## src/rtl/nn_input_loader.sv

```systemverilog
// nn_input_loader: serial fixed_point stream -> one NUM_INPUTS frame for the network.
// Optional partial-frame idle timeout when NN_LOADER_TIMEOUT_EN is defined.
// Ports:
//   clock, reset        : clock, synchronous active-high reset
//   in_valid/in_ready   : sample handshake; in_data sample, in_last end of frame
//   inputs[]            : assembled frame, index 0 = first sample
//   inputs_ready        : one-cycle start pulse to the network
//   outputs_ready       : network-done pulse, releases the frame
//   busy                : frame issued, network still running
//   frame_error         : one-cycle pulse on short/long/abandoned frame
//   frame_count         : frames issued since reset (wraps)
module nn_input_loader #(
    parameter int NUM_INPUTS     = 10,
    parameter int TIMEOUT_CYCLES = 1024,
    parameter int DATA_W         = 16
) (
    input  logic              clock,
    input  logic              reset,
    input  logic              in_valid,
    input  logic [DATA_W-1:0] in_data,
    input  logic              in_last,
    output logic              in_ready,
    output logic [DATA_W-1:0] inputs [NUM_INPUTS],
    output logic              inputs_ready,
    input  logic              outputs_ready,
    output logic              busy,
    output logic              frame_error,
    output logic [15:0]       frame_count
);

    localparam int CW = (NUM_INPUTS > 1) ? $clog2(NUM_INPUTS) : 1;

    typedef enum logic [1:0] {
        FILL,
        DROP,
        ISSUE,
        WAIT_NET
    } state_t;

    state_t        state;
    state_t        state_n;
    logic [CW-1:0] count;
    logic          beat;
    logic          fill_beat;
    logic          last_slot;

    assign beat      = in_valid && in_ready;
    assign fill_beat = beat && (state == FILL);
    assign last_slot = (count == CW'(NUM_INPUTS - 1));

`ifdef NN_LOADER_TIMEOUT_EN
    localparam int TW = (TIMEOUT_CYCLES > 1) ? $clog2(TIMEOUT_CYCLES) : 1;

    logic [TW-1:0] idle_cnt;
    logic          timeout;

    // Idle time only matters once a frame has started filling.
    assign timeout = (state == FILL) && (count != '0) && !beat
                  && (idle_cnt == TW'(TIMEOUT_CYCLES - 1));

    always_ff @(posedge clock) begin
        if (reset || state != FILL || count == '0 || beat || timeout)
            idle_cnt <= '0;
        else
            idle_cnt <= idle_cnt + TW'(1);
    end
`else
    logic unused_cfg;
    assign unused_cfg = ^TIMEOUT_CYCLES;
`endif

    always_ff @(posedge clock) begin
        if (reset)
            state <= FILL;
        else
            state <= state_n;
    end

    always_comb begin
        state_n = state;
        unique case (state)
            FILL:
                if (fill_beat && last_slot)
                    state_n = in_last ? ISSUE : DROP;
            DROP:
                if (beat && in_last)
                    state_n = FILL;
            ISSUE:
                state_n = WAIT_NET;
            WAIT_NET:
                if (outputs_ready)
                    state_n = FILL;
        endcase
    end

    always_comb begin
        in_ready = (state == FILL) || (state == DROP);
    end

    // Registered outputs are loaded from the next state so that
    // inputs_ready/busy line up with ISSUE/WAIT_NET exactly.
    always_ff @(posedge clock) begin
        if (reset) begin
            count        <= '0;
            inputs_ready <= 1'b0;
            busy         <= 1'b0;
            frame_error  <= 1'b0;
            frame_count  <= '0;
            for (int i = 0; i < NUM_INPUTS; i++)
                inputs[i] <= '0;
        end else begin
            inputs_ready <= (state_n == ISSUE);
            busy         <= (state_n == WAIT_NET);
            frame_error  <= 1'b0;
            if (state_n == ISSUE)
                frame_count <= frame_count + 16'd1;
            if (fill_beat) begin
                inputs[count] <= in_data;
                if (last_slot) begin
                    count       <= '0;
                    frame_error <= !in_last;
                end else if (in_last) begin
                    count       <= '0;
                    frame_error <= 1'b1;
                end else begin
                    count <= count + CW'(1);
                end
            end else if (state == WAIT_NET && outputs_ready) begin
                count <= '0;
            end
`ifdef NN_LOADER_TIMEOUT_EN
            else if (timeout) begin
                count       <= '0;
                frame_error <= 1'b1;
            end
`endif
        end
    end

endmodule
```

## config.mk

```make
export PLATFORM = sky130hd
export DESIGN_NAME = nn_input_loader
export DESIGN_NICKNAME = d
export VERILOG_FILES = /design/src/rtl/nn_input_loader.sv
export SDC_FILE = /design/constraint.sdc
export NUM_CORES = 1
export LEC_CHECK = 0
export CAP_MARGIN = 10
export CORE_ASPECT_RATIO = 0.7
export CORE_MARGIN = 5
export CORE_UTILIZATION = 40
export CTS_CLUSTER_SIZE = 12
export DETAILED_ROUTE_END_ITERATION = 6
export HOLD_SLACK_MARGIN = 0.12
export PLACE_DENSITY_LB_ADDON = 0.3
export SYNTH_ARGS = -nofsm -noshare
export SYNTH_HDL_FRONTEND = slang
export SYNTH_SLANG_ARGS = --single-unit
```

## constraint.sdc

```tcl
create_clock -name clock -period 6.1 [get_ports clock]
set_clock_uncertainty 0.1 [all_clocks]
set_input_delay 1.22 -clock clock [delete_from_list [all_inputs] [get_ports clock]]
set_output_delay 1.22 -clock clock [all_outputs]
set_load 0.02 [all_outputs]
```

==> run_results.csv <==
group,metric,value,unit
power,seqPwrFrac,49.7,%
logic_synthesis,synth-seq-area-share,53.1,%
timing,timing.final.crit_share,54.3,%
timing,final-setup-viol-count,0,
die,start_util,40.8,%
clocking,cts-root-buf,"clkbuf_16",
die,die_area,0.0202,mm^2
min_path,whs_endpoint,"inputs[70]",
flow_run,maxCapViolations,0,
route,dr.pass1.iters,5,
logic_synthesis,synth_edf_count,0,
logic_synthesis,synth-async-reset-ratio,0,%
global_route,grt_first_pass_wirelength,33300,um
die,die_x,168,um
logic_synthesis,yosysTopAreaCell,"dfxtp_1",
clocking,cts.sink_count,185,
route,vias,6349,
timing,worst_pin_slew,1.16,ns
clocking,cts_buffers,17,
min_path,hold_path_class,"flop to flop",
global_route,grt_pass1_vias,5770,
setup_path,r2r_slack,3.29,ns
min_path,hp-start,"inputs[70]",
cells_and_area,final_area,0.00953,mm^2
route,drc_errors,0,
logic_synthesis,ys.flop_type,"dfxtp_1",
setup_path,worstPathMaxFanout,22,
timing,fin_setup_tns,0,ns
placed_design,io_buffers,200,
setup_path,ff2ff_path_depth,4,
logic_synthesis,synth_cell_types,40,
timing,fmax,0.302,GHz
placed_design,dp_hpwl,14500,um
logic_synthesis,syn_nets,898,
route,drt-vias-per-instance,5.03,
setup_path,start_kind,"input port",
setup_path,required,6.35,ns
clocking,ctsResizeCount,0,
setup_path,path_class,"input port to flop",
power,p_sw,0.000585,W
cells_and_area,drive_above_1_share,4.37,%
timing,holdWs,0.354,ns
power,internal_power,0.00188,W
route,drtIter0Drc,651,
global_route,grt_usage,21.0,%
route,route.detailed.wl_per_inst,17.4,um
logic_synthesis,yosysTopAreaCellShare,53.1,%
global_route,antenna_found_initial,0,
logic_synthesis,ys_ff_latch,185,
logic_synthesis,syn_avg_cell_area,8.00,um^2
die,die_h,120,um
clocking,clk_pin_slew_worst_paths,0.07,ns
power,ir_worst_vdd,0.137,mV
power,power_frac_clock,44.8,%
clocking,htree_levels,4,
power,power_frac_comb,5.4,%
route,routed_wl,21900,um
cells_and_area,syn2layout_area_growth,36.6,%
min_path,hold_path_depth,2,
cells_and_area,final_common_cell,"nand2_1",
route,ant_nets,0,
power,p_leak,3.06,nW
logic_synthesis,synthCells,872,
die,io_pins,201,
die,rows,40,
cells_and_area,final_cell_mix,"nand2_1, clkdlybuf4s50_1, dfxtp_1",
setup_path,cp-end-kind,"flop",
timing,slew_headroom,22.3,%
clocking,clk_latency,0.42,ns
timing,finalMaxSlewViolations,0,
setup_path,timing.rr.start,"count[3]",
clocking,cts_tree,"yes",
power,swShare,23.8,%
run_status,outcome,"complete, no violations",
cells_and_area,antennaDiodeCount,0,
timing,layout_setup_ws,2.79,ns
placed_design,pre_cts_ws,2.36,ns
setup_path,cp.arrival,3.56,ns
clocking,hold_buffers,0,
global_route,grt_max_degree,110,
timing,hold_violations,0,
timing,rsz0062_at_grt,"no",
clocking,cts_buffer_depth,2,
logic_synthesis,ys_top_cells_by_area,"dfxtp_1, nand2_1, a21oi_1",
logic_synthesis,syn_area,0.00698,mm^2
cells_and_area,nets,1043,
power,p_per_area,259,mW/mm^2
placed_design,placed_cell_area,0.00894,mm^2
die,core-area,0.0171,mm^2
setup_path,reg2reg_to,"inputs[12]",
global_route,grt.overflow.total,0,
placed_design,place_congestion,0.781,
logic_synthesis,ys_warn_count,0,
timing,min_period,3.31,ns
clocking,postCtsSetupRepairBufs,0,
[synth_stat cells, types with 4 or more instances]
| cell | instances |
|---|---|
| nand2_1 | 335 |
| dfxtp_1 | 185 |
| a21oi_1 | 171 |
| clkbuf_1 | 51 |
| buf_2 | 19 |
| nor2_1 | 13 |
| or3_1 | 10 |
| nand3_1 | 8 |
| or4_1 | 7 |
| o31ai_1 | 6 |
| xnor2_1 | 6 |
| ha_1 | 5 |
| inv_1 | 5 |
| nor3_4 | 5 |
| nor3_1 | 4 |
| nor4_1 | 4 |
[critical path: stages]
cell and delay (ns):
clkdlybuf4s50_1 0.52, or3b_4 0.58, nor2_1 0.92, nand2_1 0.15, a21oi_1 0.17
[stage by stage]
step	util [%]	instances	power, W
after floorplan	-	872	0.00133
after detailed placement	52.2	1229	0.00139
after global routing	55.7	1261	0.00254
final	55.7	1261	0.00246
after CTS	55.7	1261	0.00249
after global placement	52.2	1229	0.00139
[sequential cells by signal, summed over array words and instances (netlist names)]
name	count
busy	1
inputs_ready	1
frame_count	16
frame_error	1
state	2
count	4
inputs	160
[how the worst max path moves through the flow]
stage,from,endpoint,slack (ns),cells after the start
final,in_valid,inputs[12],2.79,5
after global routing,in_valid,inputs[12],2.63,5
after CTS,in_valid,inputs[12],2.81,5
after detailed placement,in_valid,inputs[12],2.36,5
after global placement,in_valid,inputs[137],2.40,5
after floorplan,in_last,frame_count[15],3.28,6
[per-layer routing]
layer	vias up	part of all wire (%)	GRT usage, %
li1	3148	-	-
met1	2948	47	29.4
met2	233	44	31.7
met3	20	8.7	6.96
met4	0	0.77	4.11
met5	-	0	0
[cells by family (layout without fill, tap and decap cells)]
logic type,Yosys count,after routing,synth area share (%)
muxes,1,1,0.144
xor gates and xnor gates,8,8,1.00
buffers and inverters,80,238,5.08
DFF,185,185,53.1
AOI/OAI and AO/OA,185,185,13.7
and+or+nand+nor,408,408,26.0
adders and majority gates,5,5,0.897
[power by group through the flow]
stage / clock network [W] / registers, W / logic, W
final: 0.00110 / 0.00123 / 0.000134
after detailed placement: 0 / 0.00125 / 0.000134
after global routing: 0.00118 / 0.00123 / 0.000142
after CTS: 0.00113 / 0.00123 / 0.000134
after global placement: 0 / 0.00125 / 0.000133
after floorplan: 0 / 0.00127 / 0.0000621
[final cells by class]
cell class	instances	area, um^2
fill	1585	7590
sequential	185	3700
multi-input combinational	607	2920
timing repair buffer	201	2010
clock buffer	18	439
tap	231	289
clock inverter	14	148
inverter	5	18.8
Note: power is estimated with default switching activity, not from simulation.
